## src/rtl/capture_readout.sv

```systemverilog
// rtl/capture_readout.sv - frames captured BRAM samples into a byte stream
//
// Reads captured samples back from the capture BRAM after a capture and
// emits them as one frame: header, 3-byte big-endian sample count,
// data bytes in address order, then the XOR checksum of the data bytes.
//
// Ports:
//   clk, reset        system clock, asynchronous active-high reset
//   start, abort      single-cycle control pulses (abort wins over start)
//   sample_count      valid bytes in BRAM, latched when start is accepted
//   rd_en, rd_addr    BRAM read port; rd_data returns one cycle after rd_en
//   tx_data/valid/ready  byte stream towards the UART transmitter
//   busy, done        frame in progress / pulse when checksum byte accepted

module capture_readout #(
    parameter int          ADDR_W = 18,
    parameter logic [7:0]  HEADER = 8'hA5
) (
    input  logic              clk,
    input  logic              reset,
    input  logic              start,
    input  logic              abort,
    input  logic [ADDR_W:0]   sample_count,
    output logic              rd_en,
    output logic [ADDR_W-1:0] rd_addr,
    input  logic [7:0]        rd_data,
    output logic [7:0]        tx_data,
    output logic              tx_valid,
    input  logic              tx_ready,
    output logic              busy,
    output logic              done
);

    typedef enum logic [3:0] {
        S_IDLE, S_HDR, S_CNT2, S_CNT1, S_CNT0,
        S_RD_REQ, S_RD_WAIT, S_DATA, S_CSUM
    } state_t;

    localparam logic [ADDR_W:0] CAPACITY = {1'b1, {ADDR_W{1'b0}}};

    state_t            state, state_nxt;
    logic [ADDR_W:0]   len_q;
    logic [ADDR_W:0]   index_q;
    logic [ADDR_W:0]   index_inc;
    logic [7:0]        csum_q;
    logic [7:0]        data_q;
    logic [23:0]       len24;
    logic              fire;
    logic              start_ok;

    assign len24     = 24'(len_q);
    assign index_inc = index_q + 1'b1;
    // tx_valid is a pure function of state, so fire never feeds back into it.
    assign fire      = tx_valid && tx_ready;
    assign start_ok  = (state == S_IDLE) && start && !abort;

    // State register
    always_ff @(posedge clk or posedge reset) begin
        if (reset) begin
            state <= S_IDLE;
        end else begin
            state <= state_nxt;
        end
    end

    // Next-state logic
    always_comb begin
        state_nxt = state;
        if (state != S_IDLE && abort) begin
            state_nxt = S_IDLE;
        end else begin
            case (state)
                S_IDLE:    if (start_ok) state_nxt = S_HDR;
                S_HDR:     if (fire) state_nxt = S_CNT2;
                S_CNT2:    if (fire) state_nxt = S_CNT1;
                S_CNT1:    if (fire) state_nxt = S_CNT0;
                S_CNT0:    if (fire) state_nxt = (len_q == '0) ? S_CSUM : S_RD_REQ;
                S_RD_REQ:  state_nxt = S_RD_WAIT;
                S_RD_WAIT: state_nxt = S_DATA;
                S_DATA:    if (fire) state_nxt = (index_inc == len_q) ? S_CSUM : S_RD_REQ;
                S_CSUM:    if (fire) state_nxt = S_IDLE;
                default:   state_nxt = S_IDLE;
            endcase
        end
    end

    // Frame datapath: length, read index, checksum, captured byte, done pulse
    always_ff @(posedge clk or posedge reset) begin
        if (reset) begin
            len_q   <= '0;
            index_q <= '0;
            csum_q  <= '0;
            data_q  <= '0;
            done    <= 1'b0;
        end else begin
            done <= 1'b0;
            if (start_ok) begin
                len_q   <= (sample_count > CAPACITY) ? CAPACITY : sample_count;
                index_q <= '0;
                csum_q  <= '0;
            end
            // An abort during RD_WAIT drops the returning BRAM byte.
            if (state == S_RD_WAIT && !abort) begin
                data_q <= rd_data;
                csum_q <= csum_q ^ rd_data;
            end
            if (state == S_DATA && fire && !abort) begin
                index_q <= index_inc;
            end
            if (state == S_CSUM && fire && !abort) begin
                done <= 1'b1;
            end
        end
    end

    // Output decode
    always_comb begin
        tx_data  = 8'h00;
        tx_valid = 1'b0;
        rd_en    = 1'b0;
        rd_addr  = index_q[ADDR_W-1:0];
        busy     = (state != S_IDLE);
        case (state)
            S_HDR:    begin tx_data = HEADER;       tx_valid = 1'b1; end
            S_CNT2:   begin tx_data = len24[23:16]; tx_valid = 1'b1; end
            S_CNT1:   begin tx_data = len24[15:8];  tx_valid = 1'b1; end
            S_CNT0:   begin tx_data = len24[7:0];   tx_valid = 1'b1; end
            S_RD_REQ: rd_en = 1'b1;
            S_DATA:   begin tx_data = data_q;       tx_valid = 1'b1; end
            S_CSUM:   begin tx_data = csum_q;       tx_valid = 1'b1; end
            default:  ;
        endcase
    end

endmodule

```

## config.mk

```make
export PLATFORM = sky130hd
export DESIGN_NAME = capture_readout
export DESIGN_NICKNAME = d
export VERILOG_FILES = /design/src/rtl/capture_readout.sv
export SDC_FILE = /design/constraint.sdc
export NUM_CORES = 1
export LEC_CHECK = 0
export ABC_CLOCK_PERIOD_IN_PS = 3050
export CAP_MARGIN = 15
export CORE_MARGIN = 5
export CORE_UTILIZATION = 45
export CTS_BUF_LIST = sky130_fd_sc_hd__clkbuf_8
export DETAILED_ROUTE_END_ITERATION = 10
export HOLD_SLACK_MARGIN = 0.1
export MAX_ROUTING_LAYER = met4
export PLACE_DENSITY = 0.69
export SYNTH_ARGS = -nofsm -noshare
export SYNTH_HDL_FRONTEND = slang
export SYNTH_SLANG_ARGS = --single-unit
export TNS_END_PERCENT = 50
```

## constraint.sdc

```tcl
create_clock -name clk -period 3.05 [get_ports clk]
set_input_delay 0.305 -clock clk [delete_from_list [all_inputs] [get_ports clk]]
set_output_delay 0.305 -clock clk [all_outputs]
set_load 0.02 [all_outputs]
```

Yosys cells after proc, flatten, opt, wreduce, memory -nomap -nowiden
Index checks and enable logic that the tools add are counted.

$add $sub $neg: 1. $lt $le $gt $ge: 1. Equality and inequality tests: 16. Multiplexer cells: 20. Bitwise logic cells: 1. Reduce and logical (&&, ||, !) cells: 17.

Operator list (count): $mux W19 (3); $pmux W8 S6 (1); $mux W4 (10); $pmux W4 S9 (1); $add A19 B1 Y19 const B (1); $eq A19 B19 Y1 (1); $gt A19 B19 Y1 const B (1); $logic_not A19 Y1 (1); $ne A3 B3 Y1 const B (6); $eq A4 B3 Y1 const B (4); $mux W8 (2); $logic_and A1 B1 Y1 (9); $eq A4 B2 Y1 const B (2); $xor A8 B8 Y8 (1); $reduce_and A7 Y1 (1); $reduce_or A6 Y1 (1); $eq A4 B1 Y1 const B (1); $eq A4 B4 Y1 const B (1); $logic_not A4 Y1 (1); $reduce_bool A2 Y1 (2); $reduce_bool A4 Y1 (1); $mux W1 (3); $ne A3 B2 Y1 const B (1); $logic_not A1 Y1 (1).

Register bits: 59. Bits of input ports: 32. Output and inout port bits: 30.

Logic depth before layout (Yosys ltp)
Gate-level depths: netlist (run 1).

Depth after elaboration: 7. Gate-level depth with buffers: 9. Gate-level depth less buffers: 7.

Worst setup path after synthesis (run 1)
OpenSTA, ideal clock, no wires.

Path type: reg-to-reg. From: reg index_q[0]. To: reg state[0]. Data arrival time: 1949 ps. Data required time: 2910 ps. Setup slack: 961 ps. Cell stages (with the launch flop): 9. Path buffers: 1. Clock period less this slack: 2089 ps. Cell sequence: dfrtp_1 -> ha_1 -> buf_2 -> nand3_2 -> nor4_4 -> xnor2_1 -> or3_4 -> nor4_4 -> a31oi_1.

Word-level cells in the longest chain between the ends: 6.

Ends and longest elaborated chain: from (decl) (line 43) `logic [ADDR_W:0] index_q;`; from (signal assigned) (line 108) `index_q <= index_inc;`; $add A19 B1 Y19 (line 52) `assign index_inc = index_q + 1'b1;`; $eq A19 B19 Y1 (line 80) `S_DATA: if (fire) state_nxt = (index_inc == len_q) ? S_CSUM : S_RD_REQ;`; $mux W4 (2 in series) (line 80); $pmux W4 S9 (line 72) `case (state)`; $mux W4 (line 69) `if (state != S_IDLE && abort) begin`; to (signal assigned) (line 62) `state <= state_nxt;`; to (decl) (line 41) `state_t state, state_nxt;`.

Every way passes these cells. The select of a mux whose other input is x is not followed. A chain may end at the register's enable or synchronous reset.

Worst setup path in the final report (run 1)
From: reg state[2]. To: out tx_data[2].

Word-level cells in the longest chain between the ends: 2. Elaborated cells on any way between the ends: 7. Classes of those cells: eq/ne (6); mux (1).

Ends and longest elaborated chain: $eq A4 B4 Y1, or another cell as far along (line 123) `case (state)`; $pmux W8 S6 * (line 123); to (decl) (line 27) `output logic [7:0] tx_data,`.

Every way passes the cells marked *; elsewhere a longest branch is shown, timed or not.

==> results by stage, run 1 <==
Synth:
- The share of flip-flops with an asynchronous set or reset after synthesis is 1.00.
- The number of instances in the synthesized netlist is 423.
- For this run, the leading register cell type out of synthesis is sky130_fd_sc_hd__dfrtp_1.
- The number of synthesized flops with an enable pin is 0.
- By area the synthesized netlist is led by sky130_fd_sc_hd__dfrtp_1 (39%), sky130_fd_sc_hd__nand2_1 (5.7%), sky130_fd_sc_hd__o21ai_0 (5.6%), sky130_fd_sc_hd__xnor2_1 (4.7%), sky130_fd_sc_hd__buf_4 (4.2%).
- For this run, the number of Yosys warnings is 0.
- Of the post-synthesis cell area, the dominant cell type holds 0.394.
- When the netlist entered floorplanning its net count stood at 456.
- The number of flip-flops and latches in the synthesized netlist is 59.
- The number of distinct standard cells referenced by the synthesized netlist is 63.
- The total standard cell area after synthesis is 3750 sq um.
- The register area share after synthesis is 0.394.
- Averaged over all synthesized cells, the footprint is 8.86 sq um.
- The cell taking the most area after synthesis is sky130_fd_sc_hd__dfrtp_1.

Timing:
- The clock skew is 5.81 ps.
- The headroom to the max-slew limit is 0.498.
- For the pin with the worst max-slew slack, the measured transition is 752 ps.
- The worst-case setup margin in the final layout is 151 ps.
- Setup repair after global routing left no endpoint under its margin.
- The hold slack is 480 ps.
- The smallest clock period supported by the final layout is computed as 2900 ps.
- The count of final hold-check violations is 0.
- The total negative setup slack is 0 ps.
- The final period utilization is 0.951.
- Derived from the worst setup path, the maximum achievable clock frequency is 0.345 GHz.
- The number of max-slew violations in the final report came to 0.
- The count of final setup violators is 0.

Final layout:
- The ratio of cells with drive above 1 in the final layout is 0.0868.
- The count of antenna diodes in the layout is 0.
- At the end of the flow, the number of nets in the layout was 489.
- The leading cell type in the layout, fill and taps excluded is sky130_fd_sc_hd__clkdlybuf4s50_1.
- The number of standard cells in the final layout excluding fillers is 566.
- For this run, the share of the core covered by cells in the final layout is 0.548.
- The area growth from synthesis to layout is 19.5%.
- The library cells used most frequently in the layout, excluding fill and tap cells, are sky130_fd_sc_hd__clkdlybuf4s50_1 (61), sky130_fd_sc_hd__nand2_1 (57), sky130_fd_sc_hd__dfrtp_1 (56).

Flow run:
- The count of maximum capacitance violations is 0.

Routing:
- Across all layers, the routed design uses 3385 vias.
- The wire length per cell is 18.1 um.
- The routed wire length is 10.2 mm.
- In the routed design, unresolved DRC markers number 0.
- The number of vias per cell after detailed routing is 5.98.
- The first routing iteration left 187 violations.
- For this run, the detailed router's first-pass iteration total came to 4.
- The residual antenna-violating net count after detailed routing is 0.

Die:
- The total die area is 10300 sq um.
- The die height is 101 um.
- The number of placed I/O pins is 62.
- The region available for standard cell placement spans 8180 sq um.
- The number of rows in the core area is 33.
- The die width is 101 um.
- The starting density of the core is 0.459.

GRT:
- For this run, the total global-route usage over all layers was measured as 0.221.
- Entering global routing, the biggest net connects 60 pins.
- The global-route wire length before repair is 17.3 mm.
- The number of antenna violations at the first check in global routing is 0.
- The via count of the first global-routing pass is 3358.
- For this run the aggregate overflow at the end of global routing stands at 0.

Power:
- The sequential group share of total power is 0.406.
- Internal power comes to 1.86 mW.
- Of the total power, combinational logic draws 0.314.
- For this design the total switching power over the nets is 1.09 mW.
- Of the total power, the share spent switching nets is 0.370.
- The peak supply drop is 0.297 mV.
- The share of total power dissipated in the clock network is 0.280.
- The leakage power is 1.83 nW.
- For this design the ratio of total power to cell area is 660 nW/um^2.

Clock network:
- The count of H-tree levels built during CTS is 3.
- The clock latency on the worst-skew pair is 350 ps.
- The root buffer cell chosen for the clock tree is sky130_fd_sc_hd__clkbuf_8.
- Once the clock tree was built, the setup fixing pass inserted 0 buffers.
- The CTS sink count is 59.
- The TritonCTS clock tree is yes.
- The longest clock path from root to sink contains 2 buffers.
- The number of CTS-inserted buffers is 9.
- The clock input transition at the sequential cells of the worst setup and hold paths is 70 ps.

Worst setup path:
- The startpoint identified for the worst register-to-register timing path is index_q[0].
- The maximum net fanout on the critical path is 19.
- STA puts the critical path data required time at 2740 ps.
- The start point of the critical path is state[2].
- The worst setup path is captured at a primary output.
- The critical path goes through nor2b_1 > a221oi_1 > o32ai_1 > clkdlybuf4s50_1.
- Together, buffers and inverters on the worst path number 1.
- The slowest cell on the critical path is sky130_fd_sc_hd__clkdlybuf4s50_1.
- In this design, the stage delay of the slowest critical-path cell is 670 ps.
- The arrival time at the worst endpoint is 2590 ps.
- The worst setup path is launched from a flip-flop.
- The kind of cell with the highest combined delay along the critical path is buffers and inverters.
- The start-to-end type of the worst setup path is flip-flop to primary output.

Status:
- The flow ran to the end, and the final reports show no timing, DRC or antenna violations.

Place:
- Timing analysis after detailed placement gives a worst setup slack of 456 ps.
- The number of port buffers is 61.
- The number of placed instances, taps included, is 550.
- After legalization and detailed placement, the total HPWL measured 7.28 mm.
- At the end of routability-driven placement, the weighted congestion stood at 0.886.

Hold path:
- The worst hold path class is primary input to async pin.
## area by class of cell
| type | count | area (sq um) |
|---|---|---|
| sequential | 59 | 1480 |
| clock inverter | 6 | 88.8 |
| fill | 751 | 3690 |
| inverter | 5 | 18.8 |
| timing repair buffer | 65 | 641 |
| tap | 105 | 131 |
| clock buffer | 10 | 138 |
| multi-input combinational | 316 | 1980 |
## power by group through the flow
stage | Combinational (mW) | Sequential (mW) | Clock (mW)
2_1_floorplan | 0.722 | 1.05 | 0
3_3_place_gp | 0.906 | 1.21 | 0
3_5_place_dp | 0.926 | 1.21 | 0
4_1_cts | 0.933 | 1.19 | 0.838
5_1_grt | 1.02 | 1.22 | 0.869
6_report | 0.927 | 1.20 | 0.828
## final timing paths
kind / endpoint / slack (ps) / cells past startpoint
max: tx_data[2] / 150 / 4
min: len_q[16] / 480 / 3
max reg2reg: state[2] / 540 / 7
min reg2reg: data_q[6] / 490 / 2
max in group asynchronous: state[1] / 2020 / 3
min in group clk: data_q[6] / 490 / 2
## stage by stage
step / power, mW / area [sq um]
floorplan: 1.77 / 3750
global placement: 2.11 / 4250
detailed placement: 2.13 / 4250
CTS: 2.96 / 4480
global route: 3.10 / 4480
finish: 2.96 / 4480
## worst min-delay path, delay by kind of cell
| family | cells | cell delay (ps) |
|---|---|---|
| buf+inv | 3 | 1040 |
## routing by layer
layer,part of all wire,wire length [um],vias to the layer above,global-route usage
li1,-,-,1599,-
met1,0.44,4490,1645,0.298
met2,0.48,4870,125,0.342
met3,0.068,692,16,0.0269
met4,0.017,177,0,0.0869
met5,0,0,-,-
## cell families after synthesis
| group | count (synthesis) | synth area share |
|---|---|---|
| XOR/XNOR | 30 | 0.0701 |
| multiplexers | 4 | 0.0113 |
| flip-flops | 59 | 0.394 |
| AO/OA/AOI/OAI | 115 | 0.204 |
| AND/OR/NAND/NOR | 166 | 0.240 |
| buffers and inverters | 48 | 0.0771 |
| adder cells (fa/ha/maj) | 1 | 0.00334 |
## registers in the layout, indices dropped and copies added, names as in the netlist
signal   flops
index_q     19
len_q       19
csum_q       8
data_q       8
state        4
done         1
## cells in the mapped netlist (4+ instances only)
master	count
sky130_fd_sc_hd__dfrtp_1	59
sky130_fd_sc_hd__nand2_1	57
sky130_fd_sc_hd__o21ai_0	42
sky130_fd_sc_hd__nor2_1	25
sky130_fd_sc_hd__buf_4	21
sky130_fd_sc_hd__xnor2_1	20
sky130_fd_sc_hd__a22o_1	16
sky130_fd_sc_hd__nand3_1	16
sky130_fd_sc_hd__clkbuf_1	14
sky130_fd_sc_hd__a21oi_1	12
sky130_fd_sc_hd__nor3_1	10
sky130_fd_sc_hd__xor2_1	10
sky130_fd_sc_hd__a22oi_1	9
sky130_fd_sc_hd__nand2b_1	8
sky130_fd_sc_hd__nor4_1	8
sky130_fd_sc_hd__a31oi_1	6
sky130_fd_sc_hd__and2_1	5
sky130_fd_sc_hd__and3_1	5
sky130_fd_sc_hd__inv_1	5
sky130_fd_sc_hd__o22ai_1	5
sky130_fd_sc_hd__buf_2	4
sky130_fd_sc_hd__nand4_1	4
sky130_fd_sc_hd__o31ai_1	4
## what timing repair did
item	in CTS	in global routing
setup endpoints to repair	0	4
hold buffers	0	0
gates resized for setup	0	3
(Power assumes the default switching activity.)
==> run 2, diff against run 1 <==
--- a/config.mk
+++ b/config.mk
@@ -5,7 +5,7 @@
 export SDC_FILE = /design/constraint.sdc
 export NUM_CORES = 1
 export LEC_CHECK = 0
-export ABC_CLOCK_PERIOD_IN_PS = 3050
+export ABC_CLOCK_PERIOD_IN_PS = 3300
 export CAP_MARGIN = 15
 export CORE_MARGIN = 5
 export CORE_UTILIZATION = 45
==> constraint.sdc (replaced) <==
create_clock -name clk -period 3.3 [get_ports clk]
set_input_delay 0.33 -clock clk [delete_from_list [all_inputs] [get_ports clk]]
set_output_delay 0.33 -clock clk [all_outputs]
set_load 0.02 [all_outputs]
==> run 2 against run 1 <==
  * Power shrank 13%
  * Design area decreased by 1.1%
  * Worst setup slack better by 130 ps
  * Worst hold slack worse by 160 ps
  * Critical endpoint is now tx_data[0]
  * Largest power group unchanged
  * Sequential share of layout area rose by 0.29 points
  * Highest routed layer unchanged
==> results by stage, run 2 (same netlist as run 1, synthesis figures left out) <==
Final layout:
- The number of standard cells in the final layout excluding fillers came to 566 (unchanged).
- The area added between synthesis and finish is 18.2%.
- The largest registers in the layout are index_q (19), len_q (19).
- The final core utilization is 0.542 (-0.00612).
- The net total in the final layout was 489 (unchanged).
- The ratio of cells with drive above 1 in the final layout is 0.0781 (-0.00868).
- The count of antenna diodes in the layout is 0 (unchanged).
- The library cell used most frequently in the layout, excluding fill and tap cells, is sky130_fd_sc_hd__clkdlybuf4s50_1.
- The top cell types in the final layout, fill and taps aside, are sky130_fd_sc_hd__clkdlybuf4s50_1 (61), sky130_fd_sc_hd__dfrtp_1 (59), sky130_fd_sc_hd__nand2_1 (57).

Flow run:
- The count of maximum capacitance violations was 0 (unchanged).

GRT:
- The total grt overflow was 0 (unchanged).
- The global-route wire length before repair is 16.8 mm (-3.3%).
- The via count of the first global-routing pass is 3222 (-4.1%).
- The pin count of the biggest net entering global routing is 38 (-37%).
- The number of antenna violations at the first check in global routing was 0 (unchanged).
- The aggregate global-route resource usage was 0.215 (-0.00673).

Routing:
- The detailed-route wire length on metal 1 is 4.63 mm (+3.0%).
- The via count is 3366 (-0.56%).
- The wire length per cell came to 17.6 um (-2.6%).
- The routed wire length was 9.97 mm (-2.6%).
- The DRC violation count after routing was 0 (unchanged).
- The detailed route wirelength on metal3 is 518 um (-25%).
- The number of vias per cell after detailed routing is 5.95 (-0.56%).
- The residual antenna-violating net count after detailed routing was 0 (unchanged).
- The highest metal layer carrying signal wires in the routed design is met4.
- The count of routing violations after the opening detailed-route iteration is 202 (+8.0%).
- The first-pass iteration count of the detailed router was 4 (unchanged).
- The met2 routed wirelength is 4.60 mm (-5.6%).

Power:
- The leakage power is 1.82 nW (-0.62%).
- The peak supply drop was 0.268 mV (-9.8%).
- The power density over the cells is 580 nW/um^2 (-12%).

Clock network:
- The number of CTS-inserted buffers is 9 (unchanged).
- The number of setup buffers added after CTS is 0 (unchanged).
- The clock latency on the worst-skew pair came to 350 ps (about the same).
- The count of H-tree levels built during CTS is 3 (unchanged).
- The number of resized instances in the post-cts repair step is 0 (unchanged).
- The TritonCTS clock tree is yes.
- The CTS sink count is 59 (unchanged).
- The cell sitting at the root of the clock tree is a sky130_fd_sc_hd__clkbuf_8.
- The number of hold buffers added after CTS was 0 (unchanged).
- The clock input transition at the sequential cells of the worst setup and hold paths is 80 ps (about the same).
- The deepest clock path buffer count is 2 (unchanged).

Worst setup path:
- The worst setup path is captured at a primary output.
- The nature of the critical path startpoint is a flip-flop.
- The critical path in this run is classified as flip-flop to primary output.
- The maximum net fanout on the critical path is 19 (unchanged).
- The slowest stage of the critical path belongs to the cell sky130_fd_sc_hd__dfrtp_1.
- The biggest cell delay along the critical path is 670 ps (about the same).
- Walking the worst path, the cells encountered are nor2b_1 > a22oi_1 > nor2_1 > a31oi_1 > o22ai_1 > clkdlybuf4s50_1.
- The arrival time at the worst endpoint is 2690 ps (+100 ps).
- The worst path required time is 2970 ps (+230 ps).

Die:
- The total die area is 10300 sq um (unchanged).
- The starting density of the core is 0.459 (unchanged).
- The core region area is 8180 sq um (unchanged).
- The die width came to 101 um (unchanged).
- The die height came to 101 um (unchanged).
- The number of rows in the core area is 33 (unchanged).
- The number of placed I/O pins is 62 (unchanged).

Status:
- The run finished with clean final reports.

Place:
- The weighted congestion at the end of routability-driven global placement is 0.888 (+0.21%).
- The number of port buffers is 61 (unchanged).
- The cell count after placement is 550 (unchanged).
- The post-detailed-placement half-perimeter wirelength is 7.24 mm (-0.50%).

Timing:
- The actual transition at the worst max-transition pin is 629 ps (-123 ps).
- The count of final setup violators is 0 (unchanged).
- The headroom to the max-slew limit is 0.580 (+0.0820).
- The final period utilization is 0.915.
- The top achievable clock speed is 0.331 GHz.
- The time the worst path needs with I/O delays and setup is 3020 ps.
- The count of final hold-check violations was 0 (unchanged).
- The clock skew was 14.1 ps (+8.34 ps).
- Setup repair after global routing left no endpoint under its margin.
- The total negative setup slack is 0 ps (unchanged).
- The number of max-slew violations in the final report is 0 (unchanged).
- The hold slack is 316 ps (-164 ps).

Hold path:
- The min-delay analysis places its worst path in the category primary input to async pin.
-- run 2: stage by stage --
stage | area (sq um) | setup WS, ps | total power, mW
6_report | 4430 | 279 | 2.57
3_3_place_gp | 4250 | 648 | 1.95
4_1_cts | 4430 | 267 | 2.58
5_1_grt | 4430 | 39.6 | 2.71
3_5_place_dp | 4250 | 658 | 1.97
2_1_floorplan | 3750 | 1210 | 1.63
-- run 2: area by class of cell --
class / count / area [sq um]
inverter: 5 / 18.8
clock inverter: 5 / 28.8
multi-input combinational: 316 / 1980
fill: 763 / 3740
tap: 105 / 131
clock buffer: 11 / 151
sequential: 59 / 1480
timing repair buffer: 65 / 641
-- run 2: worst paths after layout --
path / from / endpoint / slack (ps) / depth (start not counted)
worst max register to register: index_q[0] / state[2] / 860 / 7
worst max-delay path: state[1] / tx_data[0] / 280 / 6
max in group asynchronous: reset / csum_q[3] / 2120 / 3
worst min-delay path: reset / index_q[0] / 320 / 2
worst min register to register: data_q[4] / data_q[4] / 490 / 2
min in group clk: data_q[4] / data_q[4] / 490 / 2
-- run 2: per-layer routing --
metal	vias to the layer above	track usage
met4	0	0.0869
met1	1645	0.296
met3	17	0.0303
li1	1595	-
met2	109	0.318
met5	-	-
-- run 2: critical path: cells and delay by family, from the launching register on --
family / cells / cell delay (ps)
simple gates: 2 / 640
flops: 1 / 670
buf+inv: 1 / 640
compound gates: 3 / 380
-- run 2: report_power, final --
part / total, mW / leakage (nW) / switching [mW] / internal [mW]
Sequential: 1.11 / 0.804 / 0.257 / 0.849
Combinational: 0.857 / 0.924 / 0.431 / 0.426
Clock: 0.605 / 0.0925 / 0.297 / 0.307
==> run 3, diff against run 2 <==
--- a/config.mk
+++ b/config.mk
@@ -5,6 +5,7 @@
 export SDC_FILE = /design/constraint.sdc
 export NUM_CORES = 1
 export LEC_CHECK = 0
+export ABC_AREA = 1
 export ABC_CLOCK_PERIOD_IN_PS = 3300
 export CAP_MARGIN = 15
 export CORE_MARGIN = 5
==> run 3 against run 2 <==
  * Flip-flop and latch count unchanged
  * Global-route usage increased by 1.9 points
  * Worst hold slack improved by 19 ps
  * Die area increased by 1.3%
  * Non-clock buffer count increased by 1
  * Area after synthesis increased by 1.4%
  * Worst setup slack improved by 75 ps
  * First-iteration DRC count increased by 62%
  * Critical path depth increased by 2
  * Critical path type unchanged
  * Largest cell class unchanged
==> results by stage, run 3 <==
Worst setup path:
- The start-to-end type of the worst setup path is flip-flop to primary output.
- The worst flop-to-flop path startpoint is index_q[0].
- The critical path starts at state[0].
- The maximum net fanout on the critical path is 8 (-11).
- The setup slack of the worst register-to-register path came to 990 ps (+130 ps).
- The arrival time at the worst endpoint was 2620 ps (-70 ps).
- The nature of the critical path startpoint is a flip-flop.
- The kind of end point of the critical path is a primary output.
- The most critical setup path has its endpoint at tx_data[0].
- The worst path required time is 2970 ps (about the same).
- The logic depth of the worst register-to-register path is 16 (+9).
- The worst register-to-register path ends at state[2].

Final layout:
- The ratio of cells with drive above 1 in the final layout is 0.0933 (+0.0152).
- The area growth from synthesis to layout is 21.3%.
- The count of antenna diodes in the layout was 0 (unchanged).
- The post-route standard cell area excluding fillers is 4610 sq um (+4.1%).
- The net total in the final layout was 607 (+24%).
- The sequential cell area is 1480 sq um (unchanged).
- The count of fill cells added during filler insertion came to 778 (+2.0%).
- The number of standard cells in the final layout excluding fillers was 684 (+21%).
- The top cell types in the final layout, fill and taps aside, are sky130_fd_sc_hd__nand2_1 (114), sky130_fd_sc_hd__nand3_1 (74), sky130_fd_sc_hd__inv_1 (68).
- The library cell used most frequently in the layout, excluding fill and tap cells, is sky130_fd_sc_hd__nand2_1.
- The total area of multi-input combinational cells is 1860 sq um (-6.1%).
- The largest registers in the layout are index_q (19), len_q (19).

GRT:
- The aggregate global-route resource usage is 0.233 (+0.0187).
- The pin count of the biggest net entering global routing was 60 (+58%).
- The via count of the first global-routing pass is 3647 (+13%).
- The total grt overflow is 0 (unchanged).
- The global-route wire length before repair was 18.3 mm (+9.1%).
- The number of antenna violations at the first check in global routing is 0 (unchanged).

Synth:
- The number of distinct standard cells referenced by the synthesized netlist is 37 (-41%).
- The number of nets in the synthesized netlist is 558 (+22%).
- The number of instances in the synthesized netlist is 525 (+24%).
- By count the netlist is led by sky130_fd_sc_hd__nand2_1 (114), sky130_fd_sc_hd__nand3_1 (74), sky130_fd_sc_hd__inv_1 (69).
- The total standard cell area after synthesis was 3800 sq um (+1.4%).
- The synthesized area per cell came to 7.24 sq um (-18%).
- The share of flip-flops with an asynchronous set or reset after synthesis was 1.00 (unchanged).
- Sorting the synthesized cells by area gives the leading types as sky130_fd_sc_hd__dfrtp_1 (39%), sky130_fd_sc_hd__nand2_1 (11%), sky130_fd_sc_hd__nand3_1 (9.7%), sky130_fd_sc_hd__inv_1 (6.8%), sky130_fd_sc_hd__o21ai_0 (5.8%).
- The top flip-flop cell by instance count after synthesis is sky130_fd_sc_hd__dfrtp_1.
- The number of synthesized flops with an enable pin is 0 (unchanged).
- The count of warnings emitted by yosys is 0 (unchanged).
- The dominant cell by count in the synthesized netlist is sky130_fd_sc_hd__nand2_1.
- The register area share after synthesis is 0.388 (-0.00557).
- The cell taking the most area after synthesis is sky130_fd_sc_hd__dfrtp_1.
- The fraction of synthesized cell area taken by the top area cell type is 0.388 (-0.00557).
- The number of flip-flops and latches in the synthesized netlist is 59 (unchanged).

Die:
- The core region area is 8220 sq um (+0.51%).
- The total die area was 10400 sq um (+1.3%).
- The die width was 102 um (+0.64%).
- The starting density of the core came to 0.463 (+0.00424).
- The die height is 102 um (+0.64%).
- The number of rows in the core area is 33 (unchanged).
- The number of placed I/O pins is 62 (unchanged).

Timing:
- The headroom to the max-slew limit is 0.506 (-0.0744).
- The top achievable clock speed is 0.339 GHz (+2.5%).
- The clock skew is 13.6 ps (-0.546 ps).
- Setup repair after global routing left no endpoint under its margin.
- The actual transition at the worst max-transition pin was 739 ps (+110 ps).
- The time the worst path needs with I/O delays and setup is 2950 ps (-75.1 ps).
- The total negative setup slack came to 0 ps (unchanged).
- The count of final hold-check violations is 0 (unchanged).
- The number of max-slew violations in the final report is 0 (unchanged).
- The final period utilization is 0.893 (-0.0227).
- The count of final setup violators came to 0 (unchanged).

Place:
- The number of port buffers was 61 (unchanged).
- The cell count after placement is 668 (+21%).
- The cell area after placement was 4410 sq um (+3.8%).
- The post-detailed-placement half-perimeter wirelength is 8.48 mm (+17%).
- The weighted congestion at the end of routability-driven global placement is 0.884 (-0.43%).

Power:
- The power density over the cells was 718 nW/um^2 (+24%).
- The peak supply drop is 0.406 mV (+52%).
- The leakage power is 1.99 nW (+9.4%).

Routing:
- The residual antenna-violating net count after detailed routing is 0 (unchanged).
- The routed wire length is 11.2 mm (+12%).
- The count of routing violations after the opening detailed-route iteration came to 328 (+62%).
- The via count is 3824 (+14%).
- The first-pass iteration count of the detailed router is 5 (+1).
- The wire length per cell was 16.3 um (-7.3%).
- The DRC violation count after routing was 0 (unchanged).
- The number of vias per cell after detailed routing is 5.59 (-6.0%).

Hold path:
- The path class of the tightest hold or removal check is primary input to async pin.

Clock network:
- The count of H-tree levels built during CTS is 3 (unchanged).
- TritonCTS built the clock tree.
- CTS placed an instance of sky130_fd_sc_hd__clkbuf_8 at the clock tree root.
- The CTS sink count is 59 (unchanged).
- The clock input transition at the sequential cells of the worst setup and hold paths is 80 ps (about the same).
- The number of hold buffers added after CTS came to 0 (unchanged).
- The number of CTS-inserted buffers is 9 (unchanged).
- The number of resized instances in the post-cts repair step was 0 (unchanged).
- The deepest clock path buffer count came to 2 (unchanged).
- The clock latency on the worst-skew pair is 350 ps (about the same).
- The number of setup buffers added after CTS is 0 (unchanged).

Flow run:
- The count of maximum capacitance violations is 0 (unchanged).

Status:
- The run finished with clean final reports.
run 3: changes by cell type in the layout (fill, tap and decap cells not counted), moves of 8 or more:
| cell | delta |
|---|---|
| sky130_fd_sc_hd__a22o_1 | -16 |
| sky130_fd_sc_hd__a22oi_1 | -9 |
| sky130_fd_sc_hd__inv_1 | +63 |
| sky130_fd_sc_hd__nand2_1 | +57 |
| sky130_fd_sc_hd__nand2b_1 | -8 |
| sky130_fd_sc_hd__nand3_1 | +58 |
| sky130_fd_sc_hd__nand4_1 | +8 |
| sky130_fd_sc_hd__nor2_2 | +8 |
| sky130_fd_sc_hd__o22ai_1 | +18 |
| sky130_fd_sc_hd__xnor2_1 | -19 |
| sky130_fd_sc_hd__xor2_1 | -9 |
run 3: worst min path at each step:
stage	start	endpoint	slack (ps)	cells past startpoint
floorplan	csum_q[7]	csum_q[7]	450	1
detailed placement	csum_q[3]	csum_q[3]	490	1
finish	reset	data_q[4]	330	3
global placement	csum_q[2]	csum_q[2]	480	1
global route	reset	csum_q[7]	360	3
CTS	reset	data_q[4]	360	3
run 3: cell type report:
type	count	share of cell area
clock buffer	9	0.0269
clock inverter	7	0.0166
inverter	74	0.0605
multi-input combinational	364	0.404
sequential	59	0.320
tap	105	0.0285
timing repair buffer	66	0.143
run 3: logic make-up (layout without fill, tap and decap cells):
family,count (synthesis),in the layout,share of synthesized area
and+or+nand+nor,269,269,0.340
buffers and inverters,102,156,0.122
AOI/OAI and AO/OA,91,91,0.137
DFF,59,59,0.388
xor gates and xnor gates,3,3,0.0105
adders and majority gates,1,1,0.00329
run 3: per-layer routing:
layer | GRT usage | wire length [um]
met4 | 0.0626 | 138
met3 | 0.0464 | 840
met2 | 0.371 | 5430
met5 | - | 0
met1 | 0.306 | 4760
run 3: per-stage QoR:
stage / utilization / hold WS (ps) / power [mW] / setup WS [ps]
after floorplan: - / 447 / 2.12 / 1440
after global placement: 0.537 / 485 / 2.61 / 819
after detailed placement: 0.537 / 487 / 2.62 / 776
after CTS: 0.561 / 360 / 3.32 / 369
after global routing: 0.561 / 363 / 3.55 / 149
final: 0.561 / 334 / 3.31 / 354
run 3: worst max-delay path, cell delays in order (launching register included):
cell	delay, ps
sky130_fd_sc_hd__dfrtp_1	470
sky130_fd_sc_hd__nor2_2	160
sky130_fd_sc_hd__inv_1	90
sky130_fd_sc_hd__nor2_1	320
sky130_fd_sc_hd__inv_1	210
sky130_fd_sc_hd__o22ai_1	180
sky130_fd_sc_hd__a221oi_1	70
sky130_fd_sc_hd__o211ai_1	130
sky130_fd_sc_hd__clkdlybuf4s50_1	640
run 3: where the power goes:
group | leakage, nW | total [mW] | internal [mW] | switching [mW]
Sequential | 0.778 | 1.20 | 0.958 | 0.242
Clock | 0.0962 | 0.684 | 0.354 | 0.331
Combinational | 1.12 | 1.42 | 0.568 | 0.856
